<file path="src/rtl/mdu_ex_ctrl.sv">
// Execute-stage controller for the multi-cycle RV32M unit: stalls EX, issues one start
// pulse with held operands, captures the result, drains flushed ops, and caches the last result.
module mdu_ex_ctrl #(
  parameter int DATA_WIDTH = 32,
  parameter int MDU_LAT    = 33
) (
  input  logic                  clk,
  input  logic                  rst,
  input  logic                  ex_valid,
  input  logic                  ex_mdu,
  input  logic [2:0]            ex_funct3,
  input  logic [DATA_WIDTH-1:0] ex_rs1,
  input  logic [DATA_WIDTH-1:0] ex_rs2,
  input  logic                  flush,
  output logic                  stall_req,
  output logic                  res_valid,
  output logic [DATA_WIDTH-1:0] res_data,
  output logic                  res_err,
  output logic                  mdu_start,
  output logic [2:0]            mdu_op,
  output logic [DATA_WIDTH-1:0] mdu_a,
  output logic [DATA_WIDTH-1:0] mdu_b,
  input  logic                  mdu_busy,
  input  logic [DATA_WIDTH-1:0] mdu_c
);

  localparam int CNT_W = $clog2(MDU_LAT + 1);

  typedef enum logic [2:0] {
    IDLE  = 3'd0,
    ISSUE = 3'd1,
    WAIT  = 3'd2,
    DONE  = 3'd3,
    DRAIN = 3'd4
  } state_t;

  state_t                  state_r, state_s;
  logic [CNT_W-1:0]        cnt_r;
  logic [2:0]              op_r;
  logic [DATA_WIDTH-1:0]   a_r, b_r;
  logic [DATA_WIDTH-1:0]   res_data_r;
  logic                    res_err_r;
  logic                    cache_vld_r;
  logic [2:0]              cache_op_r;
  logic [DATA_WIDTH-1:0]   cache_a_r, cache_b_r, cache_data_r;

  logic req_s, unsup_s, hit_s;
  logic latch_s, ld_err_s, ld_hit_s, capture_s;

  assign req_s   = ex_valid & ex_mdu & ~flush;
  assign unsup_s = (ex_funct3 == 3'b001) | (ex_funct3 == 3'b010) | (ex_funct3 == 3'b011);
  assign hit_s   = cache_vld_r & (cache_op_r == ex_funct3) &
                   (cache_a_r == ex_rs1) & (cache_b_r == ex_rs2);

  // Next-state and datapath load strobes
  always_comb begin
    state_s   = state_r;
    latch_s   = 1'b0;
    ld_err_s  = 1'b0;
    ld_hit_s  = 1'b0;
    capture_s = 1'b0;
    case (state_r)
      IDLE: begin
        if (req_s) begin
          if (unsup_s) begin
            ld_err_s = 1'b1;
            state_s  = DONE;
          end else if (hit_s) begin
            ld_hit_s = 1'b1;
            state_s  = DONE;
          end else if (!mdu_busy) begin
            latch_s = 1'b1;
            state_s = ISSUE;
          end else begin
            state_s = IDLE;
          end
        end else begin
          state_s = IDLE;
        end
      end
      ISSUE: begin
        if (flush) state_s = DRAIN;
        else       state_s = WAIT;
      end
      WAIT: begin
        if (flush) begin
          state_s = DRAIN;
        end else if (cnt_r == CNT_W'(1)) begin
          capture_s = 1'b1;
          state_s   = DONE;
        end else begin
          state_s = WAIT;
        end
      end
      DONE: state_s = IDLE;
      // The MDU cannot be aborted: wait out its latency and its busy flag.
      DRAIN: begin
        if ((cnt_r <= CNT_W'(1)) && !mdu_busy) state_s = IDLE;
        else                                   state_s = DRAIN;
      end
      default: state_s = IDLE;
    endcase
  end

  // State register
  always_ff @(posedge clk or negedge rst) begin
    if (!rst) state_r <= IDLE;
    else      state_r <= state_s;
  end

  // Latency counter: loaded at issue, runs down through WAIT and DRAIN
  always_ff @(posedge clk or negedge rst) begin
    if (!rst) begin
      cnt_r <= {CNT_W{1'b0}};
    end else if (state_r == ISSUE) begin
      cnt_r <= CNT_W'(MDU_LAT);
    end else if (((state_r == WAIT) || (state_r == DRAIN)) && (cnt_r != {CNT_W{1'b0}})) begin
      cnt_r <= cnt_r - CNT_W'(1);
    end else begin
      cnt_r <= cnt_r;
    end
  end

  // Operand hold registers feeding the MDU
  always_ff @(posedge clk or negedge rst) begin
    if (!rst) begin
      op_r <= 3'b000;
      a_r  <= {DATA_WIDTH{1'b0}};
      b_r  <= {DATA_WIDTH{1'b0}};
    end else if (latch_s) begin
      op_r <= ex_funct3;
      a_r  <= ex_rs1;
      b_r  <= ex_rs2;
    end else begin
      op_r <= op_r;
      a_r  <= a_r;
      b_r  <= b_r;
    end
  end

  // Result registers, held until the next completion
  always_ff @(posedge clk or negedge rst) begin
    if (!rst) begin
      res_data_r <= {DATA_WIDTH{1'b0}};
      res_err_r  <= 1'b0;
    end else if (ld_err_s) begin
      res_data_r <= {DATA_WIDTH{1'b0}};
      res_err_r  <= 1'b1;
    end else if (ld_hit_s) begin
      res_data_r <= cache_data_r;
      res_err_r  <= 1'b0;
    end else if (capture_s) begin
      res_data_r <= mdu_c;
      res_err_r  <= 1'b0;
    end else begin
      res_data_r <= res_data_r;
      res_err_r  <= res_err_r;
    end
  end

  // One-entry result cache, written only by a completed (unflushed) operation
  always_ff @(posedge clk or negedge rst) begin
    if (!rst) begin
      cache_vld_r  <= 1'b0;
      cache_op_r   <= 3'b000;
      cache_a_r    <= {DATA_WIDTH{1'b0}};
      cache_b_r    <= {DATA_WIDTH{1'b0}};
      cache_data_r <= {DATA_WIDTH{1'b0}};
    end else if (capture_s) begin
      cache_vld_r  <= 1'b1;
      cache_op_r   <= op_r;
      cache_a_r    <= a_r;
      cache_b_r    <= b_r;
      cache_data_r <= mdu_c;
    end else begin
      cache_vld_r  <= cache_vld_r;
      cache_op_r   <= cache_op_r;
      cache_a_r    <= cache_a_r;
      cache_b_r    <= cache_b_r;
      cache_data_r <= cache_data_r;
    end
  end

  // Stall is gated by reset so every output reads zero while reset is held.
  assign stall_req = rst & ex_valid & ex_mdu & (state_r != DONE);
  assign res_valid = (state_r == DONE) & ~flush;
  assign res_data  = res_data_r;
  assign res_err   = res_err_r;
  assign mdu_start = (state_r == ISSUE);
  assign mdu_op    = op_r;
  assign mdu_a     = a_r;
  assign mdu_b     = b_r;

endmodule

</file>
<file path="config.mk">
export PLATFORM = sky130hd
export DESIGN_NAME = mdu_ex_ctrl
export DESIGN_NICKNAME = d
export VERILOG_FILES = /design/src/rtl/mdu_ex_ctrl.sv
export SDC_FILE = /design/constraint.sdc
export NUM_CORES = 1
export LEC_CHECK = 0
export CAP_MARGIN = 20
export CORE_ASPECT_RATIO = 1.1
export CORE_MARGIN = 5
export CORE_UTILIZATION = 50
export DETAILED_ROUTE_END_ITERATION = 6
export PLACE_DENSITY = 0.79
export SETUP_SLACK_MARGIN = 0.15
export SLEW_MARGIN = 20
export SYNTH_ARGS = -nofsm -noshare
export SYNTH_HDL_FRONTEND = slang
export SYNTH_SLANG_ARGS = --single-unit
</file>
<file path="constraint.sdc">
create_clock -name clk -period 5.9 [get_ports clk]
set_input_delay 0.59 -clock clk [delete_from_list [all_inputs] [get_ports clk]]
set_output_delay 0.59 -clock clk [all_outputs]
set_load 0.05 [all_outputs]
</file>
### Word-level counts from Yosys, hierarchy flattened

Cells that the tools add are included.

| cells by class | value |
|---|---|
| reductions and logical operators | 8 |
| add/sub/neg operators | 1 |
| muxes and demuxes | 32 |
| magnitude comparators | 1 |
| bitwise operators | 12 |
| eq/ne operators | 12 |

Operators with widths:

| operator | number |
|---|---|
| $mux W32 | 3 |
| $eq A32 B32 Y1 | 2 |
| $mux W1 | 20 |
| $eq A3 B2 Y1 const B | 4 |
| $mux W3 | 4 |
| $mux W6 | 2 |
| $pmux W3 S4 | 1 |
| $and A1 B1 Y1 | 9 |
| $eq A3 B1 Y1 const B | 2 |
| $eq A6 B1 Y1 const B | 1 |
| $le A6 B1 Y1 const B | 1 |
| $reduce_bool A6 Y1 | 1 |
| $sub A6 B1 Y6 const B | 1 |
| $mux W2 | 2 |
| $eq A3 B3 Y1 | 1 |
| $eq A3 B3 Y1 const B | 1 |
| $logic_not A3 Y1 | 1 |
| $ne A3 B2 Y1 const B | 1 |
| $reduce_bool A3 Y1 | 1 |
| $logic_and A1 B1 Y1 | 2 |
| $or A1 B1 Y1 | 2 |
| $reduce_bool A2 Y1 | 1 |
| $logic_not A1 Y1 | 1 |
| $logic_or A1 B1 Y1 | 1 |
| $not A1 Y1 | 1 |

| storage, ports and cells | value |
|---|---|
| input bits | 105 |
| register bits | 209 |

### Longest topological paths before layout

Gate-level depths: netlist (run 1).

| logic depth | value |
|---|---|
| depth after elaboration | 10 |
| gate-level depth with buffers | 10 |

### Worst setup path before layout (run 1)

OpenSTA, ideal clock, no wires.

| path | value |
|---|---|
| path kind | input to register |
| from | input ex_rs1[23] |
| to | register a_r[10] (netlist: mdu_a[10]) |
| library setup time | 0.128 ns |
| data arrival time | 2.424 ns |
| setup slack | 3.348 ns |
| path buffers | 3 |
| stages | 10 |
| path through | and2b_1 > a2111o_1 > nor4_1 > nand4_1 > nor2_1 > or4_1 > buf_4 > buf_8 > buf_12 > mux2_1 |

| between the ends | value |
|---|---|
| word-level cells in the longest chain between the ends | 7 |

RTL lines:

| element | line | text |
|---|---|---|
| start: declaration | 12 | `input logic [DATA_WIDTH-1:0] ex_rs1,` |
| $eq A32 B32 Y1 | 53 | `(cache_a_r == ex_rs1) & (cache_b_r == ex_rs2);` |
| $and A1 B1 Y1 | 52 | `assign hit_s = cache_vld_r & (cache_op_r == ex_funct3) &` |
| $and A1 B1 Y1 | 53 |  |
| $mux W1 | 68 | `end else if (hit_s) begin` |
| $mux W1 | 65 | `if (unsup_s) begin` |
| $mux W1 | 64 | `if (req_s) begin` |
| $mux W1 | 62 | `case (state_r)` |
| end signal: assignment | 128 | `a_r <= {DATA_WIDTH{1'b0}};` |
| end signal: assignment | 132 | `a_r <= ex_rs1;` |
| end signal: assignment | 136 | `a_r <= a_r;` |
| end: declaration | 40 | `logic [DATA_WIDTH-1:0] a_r, b_r;` |

No other way between the ends.
A chain may end at the register's enable or synchronous reset.

### Worst setup path in the final report (run 1)

| path | value |
|---|---|
| from | input ex_rs1[23] |
| to | register b_r[23] (netlist: mdu_b[23]) |

| between the ends | value |
|---|---|
| word-level cells in the longest chain between the ends | 7 |

RTL lines:

| element | line | text |
|---|---|---|
| $eq A32 B32 Y1 | 53 |  |
| $and A1 B1 Y1 | 52 |  |
| $and A1 B1 Y1 | 53 |  |
| $mux W1 | 68 |  |
| $mux W1 | 65 |  |
| $mux W1 | 64 |  |
| $mux W1 | 62 |  |
| end signal: assignment | 129 | `b_r <= {DATA_WIDTH{1'b0}};` |
| end signal: assignment | 133 | `b_r <= ex_rs2;` |
| end signal: assignment | 137 | `b_r <= b_r;` |
| end: declaration | 40 |  |

No other way between the ends.

==> results.sh, run 1 <==
export IMPL_skew_ns=0.0136
export IMPL_hpwl_um=16100
export IMPL_final_cell_mix="nand2_1 (287), dfrtp_1 (209), clkdlybuf4s50_1 (206)"
export IMPL_path_clk_slew_ns=0.06
export IMPL_synth_avg_cell_area_um2=11.1
export IMPL_synth_fp_nets=942
export IMPL_routed_via_count=6776
export IMPL_yosys_warnings=0
export IMPL_synthTopCellsByArea="dfrtp_1 (56%), nand2_1 (12%), o2bb2ai_2 (4.5%), mux2_2 (4.5%), xnor2_1 (4.2%)"
export IMPL_drive_above_1_share=0.108
export IMPL_syn2layout_area_growth_pct=32.0
export IMPL_drt_iter0_drc=413
export IMPL_async_flop_share=1.00
export IMPL_fin_crit_sh=0.570
export IMPL_tightest_slew_ns=0.941
export IMPL_synth_top_cell_by_area="dfrtp_1"
export IMPL_cts_buffer_depth=3
export IMPL_final_cells=1295
export IMPL_rows=52
export IMPL_hold_violations=0
export IMPL_cts_tree="built"
export IMPL_r2r_cells=8
export IMPL_drv_cap=0
export IMPL_p_comb_frac=0.375
export IMPL_cellPowerDensity_nw_per_um2=461
export IMPL_viasPerCell=5.23
export IMPL_grt_pass1_wl_um=38500
export IMPL_cp_required_ns=6.28
export IMPL_initial_core_util=0.506
export IMPL_grt_max_degree=90
export IMPL_whs_ns=0.139
export IMPL_dieHeight_um=153
export IMPL_yosys_area_top_type_share=0.564
export IMPL_synth_seq_cells=209
export IMPL_synth_edf_count=0
export IMPL_fin_util=0.667
export IMPL_clkPwrFrac=0.248
export IMPL_finalWeightedCongestion=0.831
export IMPL_syn_cell_area_um2=9280
export IMPL_wl_per_cell_um=18.4
export IMPL_switching_share=0.387
export IMPL_io_buffer_count=207
export IMPL_clock_latency_ns=0.50
export IMPL_fin_crit_ns=3.36
export IMPL_die_area_um2=21400
export IMPL_finalNetCount=1144
export IMPL_power_switching_mw=2.18
export IMPL_slew_violations=0
export IMPL_antenna_found_initial=1
export IMPL_p_leak_nw=5.60
export IMPL_synthFlopType="dfrtp_1"
export IMPL_die_width_um=140
export IMPL_final_area_um2=12200
export IMPL_relSlewSlack=0.372
export IMPL_crit_type="input port to register"
export IMPL_yosysSeqAreaShare=0.564
export IMPL_worstPathArrival_ns=3.74
export IMPL_p_total_mw=5.64
export IMPL_reg2reg_setup_slack_ns=2.75
export IMPL_cts_hold_repair_buffers=0
export IMPL_final_common_cell="nand2_1"
export IMPL_first_pass_iters=4
export IMPL_start_kind="input port"
export IMPL_hold_class="input port to asynchronous set/reset pin"
export IMPL_drt_total_wl_um=23800
export IMPL_fin_setup_tns_ns=0
export IMPL_place_ws_ns=2.09
export IMPL_cts_sinks=209
export IMPL_post_cts_buffers=0
export IMPL_cp_startpoint="ex_rs1[23]"
export IMPL_grt_pass1_vias=7011
export IMPL_finalWorstSetupSlack_ns=2.54
export IMPL_rsz0062_at_grt="no"
export IMPL_setup_viol_count_final=0
export IMPL_regToRegStartpoint="cache_b_r[16]$_DFFE_PN0P_"
export IMPL_irDropWorstVdd_uv=307
export IMPL_crit_path_end_kind="register"
export IMPL_status="finished, final reports clean"
export IMPL_grt_overflow_total=0
export IMPL_synth_cell_types=40
export IMPL_boundaryPins=208
export IMPL_cts_resized_gates=0
export IMPL_ctsHtreeMaxLevel=1
export IMPL_cts_buffers=22
export IMPL_core_um2=18300
export IMPL_grt_use_total=0.222
export IMPL_ant_nets=0
export IMPL_crit_fanout=67
export IMPL_clock_root_buffer="clkbuf_16"
export IMPL_synth_cells=834
export IMPL_p_int_mw=3.46
export IMPL_dp_cells=1255
export IMPL_seqPwrFrac=0.376
export IMPL_placed_area_um2=11500
export IMPL_fmax_mhz=297
export IMPL_remaining_drc_errors=0
[cell families (layout without fill, tap and decap cells)]
group / count (synthesis) / count (layout) / share of synthesized area
AND/OR/NAND/NOR: 351 / 351 / 0.157
flip-flops: 209 / 209 / 0.564
multiplexers: 100 / 100 / 0.117
AO/OA/AOI/OAI: 60 / 60 / 0.0716
XOR/XNOR: 56 / 56 / 0.0529
buffers and inverters: 55 / 272 / 0.0337
adder cells (fa/ha/maj): 3 / 3 / 0.00405
other: 0 / 1 / 0
[state kept, by name, indices dropped and copies added, names as in the netlist]
name / cells
res_err: 1
res_data: 32
cache_a_r: 32
mdu_a: 32
cache_data_r: 32
state_r: 3
cache_b_r: 32
cnt_r: 6
cache_op_r: 3
mdu_b: 32
mdu_op: 3
cache_vld_r: 1
[power by group through the flow]
| stage | clock, mW | sequential (mW) | combinational (mW) |
|---|---|---|---|
| 2_1_floorplan | 0 | 2.95 | 0.492 |
| 6_report | 1.40 | 2.12 | 2.12 |
| 3_5_place_dp | 0 | 2.14 | 2.13 |
| 4_1_cts | 1.43 | 2.13 | 2.14 |
| 3_3_place_gp | 0 | 2.13 | 2.09 |
| 5_1_grt | 1.49 | 2.19 | 2.23 |
[worst paths after layout]
check | to
setup / recovery | mdu_b[23]$_DFFE_PN0P_
hold / removal | mdu_b[30]$_DFFE_PN0P_
setup reg to reg | mdu_b[23]$_DFFE_PN0P_
hold reg to reg | cache_data_r[0]$_DFFE_PN0P_
max in group asynchronous | cache_a_r[31]$_DFFE_PN0P_
min in group clk | cache_data_r[0]$_DFFE_PN0P_
[Yosys cell counts, types with 6 or more instances]
| master | count |
|---|---|
| nand2_1 | 287 |
| dfrtp_1 | 209 |
| xnor2_1 | 45 |
| mux2_2 | 37 |
| mux2i_1 | 33 |
| mux2_1 | 30 |
| o2bb2ai_2 | 28 |
| clkbuf_1 | 18 |
| inv_1 | 17 |
| nor2_1 | 14 |
| nand4_1 | 13 |
| xor2_1 | 11 |
| o21ai_0 | 10 |
| nor2b_1 | 9 |
| nor4_1 | 8 |
| buf_2 | 7 |
| nand2b_1 | 7 |
| nor3_1 | 7 |
| o2bb2ai_1 | 6 |
[layout make-up]
class / count / area (µm²)
tap: 243 / 304
multi-input combinational: 570 / 3750
clock buffer: 35 / 691
antenna: 1 / 2.50
timing repair buffer: 216 / 2140
clock inverter: 4 / 52.6
fill: 1466 / 6110
inverter: 17 / 63.8
sequential: 209 / 5230
[per-layer routing]
layer	track usage	up-vias	share of wire
met4	0.0978	0	0.047
met5	0	-	0
met2	0.356	189	0.48
met3	0.0406	65	0.053
li1	-	3180	-
met1	0.297	3342	0.42
[critical path, cell delays in order]
cell and delay (ns):
clkdlybuf4s50_1 0.50, and2b_1 0.20, a2111o_1 0.34, nor4_1 0.34, nand4_1 0.26, nor2_1 0.19
or4_2 0.13, buf_4 0.72, mux2_2 0.43
(Power assumes the default switching activity.)
==> run 2: changes to the inputs <==
==> constraint.sdc (replaced) <==
create_clock -name clk -period 3.2 [get_ports clk]
set_input_delay 0.32 -clock clk [delete_from_list [all_inputs] [get_ports clk]]
set_output_delay 0.32 -clock clk [all_outputs]
set_load 0.05 [all_outputs]
==> run 2 against run 1 <==
  * Worst hold slack got worse by 0.14 ns
  * Count of clock-buffer cells in the layout did not move
  * Cell count grew 0.69%
  * Clock skew down 0.0037 ns
  * Highest routed layer unchanged
  * Largest cell class unchanged
  * Clock power increased by 82%
  * Utilization rose by 1.1 points
  * Non-clock buffer count increased by 11
  * Die area is the same
  * First-iteration DRC count is 3.6% lower
  * Flip-flop and latch count unchanged
  * Critical path depth unchanged
  * Critical path type is now register to register
==> results.sh, run 2 (synthesized netlist as in run 1, its figures left out) <==
export IMPL_cts_buffer_depth=3
export IMPL_cellPowerDensity_nw_per_um2=834
export IMPL_diodes=0
export IMPL_hpwl_um=16300
export IMPL_finalWeightedCongestion=0.807
export IMPL_wl_per_cell_um=18.0
export IMPL_reg2reg_setup_slack_ns=0.52
export IMPL_path_clk_slew_ns=0.06
export IMPL_grt_overflow_total=0
export IMPL_relSlewSlack=0.388
export IMPL_post_cts_buffers=0
export IMPL_cts_sinks=209
export IMPL_crit_end="res_data[10]$_DFFE_PN0P_"
export IMPL_clock_latency_ns=0.50
export IMPL_initial_core_util=0.506
export IMPL_fin_crit_sh=0.839
export IMPL_regToRegStartpoint="cache_b_r[16]$_DFFE_PN0P_"
export IMPL_ctsHtreeMaxLevel=1
export IMPL_finalWorstSetupSlack_ns=0.516
export IMPL_crit_fanout=32
export IMPL_placed_area_um2=11700
export IMPL_final_cell_mix="nand2_1 (287), dfrtp_1 (209), clkdlybuf4s50_1 (206)"
export IMPL_cts_hold_repair_buffers=0
export IMPL_boundaryPins=208
export IMPL_ant_nets=0
export IMPL_use_met1=0.285
export IMPL_rows=52
export IMPL_p_total_mw=10.4
export IMPL_routed_via_count=6735
export IMPL_fin_setup_tns_ns=0
export IMPL_cts_tree="built"
export IMPL_skew_ns=0.00993
export IMPL_reg2reg_to="res_data[10]$_DFFE_PN0P_"
export IMPL_final_area_um2=12400
export IMPL_grt_use_total=0.220
export IMPL_crit_path_end_kind="register"
export IMPL_die_width_um=140
export IMPL_core_um2=18300
export IMPL_dieHeight_um=153
export IMPL_cts_buffers=22
export IMPL_r2r_cells=9
export IMPL_grt_pass1_wl_um=38300
export IMPL_status="finished, final reports clean"
export IMPL_hold_class="input port to asynchronous set/reset pin"
export IMPL_worstPathArrival_ns=3.06
export IMPL_grt_max_degree=160
export IMPL_die_area_um2=21400
export IMPL_start_kind="register"
export IMPL_finalNetCount=1155
export IMPL_drt_total_wl_um=23400
export IMPL_use_met2=0.364
export IMPL_fmax_mhz=373
export IMPL_cp_startpoint="cache_b_r[16]$_DFFE_PN0P_"
export IMPL_fin_crit_ns=2.68
export IMPL_irDropWorstVdd_uv=594
export IMPL_antenna_found_initial=0
export IMPL_drt_iter0_drc=398
export IMPL_slew_violations=0
export IMPL_crit_type="register to register"
export IMPL_whs_ns=0.00212
export IMPL_viasPerCell=5.16
export IMPL_final_common_cell="nand2_1"
export IMPL_setup_viol_count_final=0
export IMPL_place_ws_ns=0.114
export IMPL_dp_cells=1266
export IMPL_cts_resized_gates=0
export IMPL_remaining_drc_errors=0
export IMPL_fin_util=0.678
export IMPL_syn2layout_area_growth_pct=34.0
export IMPL_p_leak_nw=5.70
export IMPL_hold_violations=0
export IMPL_first_pass_iters=4
export IMPL_cp_required_ns=3.57
export IMPL_drv_cap=0
export IMPL_grt_pass1_vias=7091
export IMPL_grt_util_met3=0.0466
export IMPL_drive_above_1_share=0.117
export IMPL_final_cells=1304
export IMPL_clock_root_buffer="clkbuf_16"
export IMPL_io_buffer_count=207
export IMPL_gr_max_usage_layer="met2"
export IMPL_tightest_slew_ns=0.918
export IMPL_rsz0062_at_grt="no"
[run 2: changes by cell type in the layout (fill, tap and decap cells not counted)]
cell and change:
buf_4 +1, buf_12 +10, clkinv_4 -2, diode_2 -1
clkinv_2 +1
[run 2: worst min-delay path by stage]
stage | start | to | slack [ns] | depth (start not counted)
after floorplan | rst | cache_a_r[0]$_DFFE_PN0P_ | 0.02 | 0
after global placement | cache_data_r[3]$_DFFE_PN0P_ | cache_data_r[3]$_DFFE_PN0P_ | 0.45 | 2
after detailed placement | cache_data_r[10]$_DFFE_PN0P_ | cache_data_r[10]$_DFFE_PN0P_ | 0.46 | 2
after CTS | rst | mdu_a[26]$_DFFE_PN0P_ | 0.04 | 2
after global routing | rst | state_r[0]$_DFF_PN0_ | 0.09 | 2
final | rst | res_data[27]$_DFFE_PN0P_ | 0.002 | 2
[run 2: area by class of cell]
type | instances | area, µm²
fillers | 1410 | 5910
inverters | 17 | 63.8
repair buffers | 227 | 2350
clock inverters | 3 | 40.0
multi-input cells | 570 | 3750
flip-flops and latches | 209 | 5230
well taps | 243 | 304
clock buffers | 35 | 691
[run 2: worst max-delay path, stage by stage (launching register included)]
cell	delay, ns
dfrtp_1	0.38
nor2b_1	0.14
a2111o_1	0.37
nor4_1	0.40
nand4_1	0.22
buf_4	0.21
nor4_4	0.18
buf_12	0.28
mux2i_1	0.28
o2bb2ai_2	0.07
[run 2: metal layers]
| layer | part of all wire | vias to the layer above |
|---|---|---|
| li1 | - | 3207 |
| met4 | 0.039 | 0 |
| met5 | 0 | - |
| met2 | 0.49 | 191 |
| met1 | 0.41 | 3282 |
| met3 | 0.064 | 55 |
[run 2: where the power goes]
part           total [mW]  switching [mW]  leakage, nW  internal [mW]
clock network        2.55           0.995        0.362           1.55
logic                3.91            2.45         2.59           1.46
registers            3.91           0.531         2.75           3.38
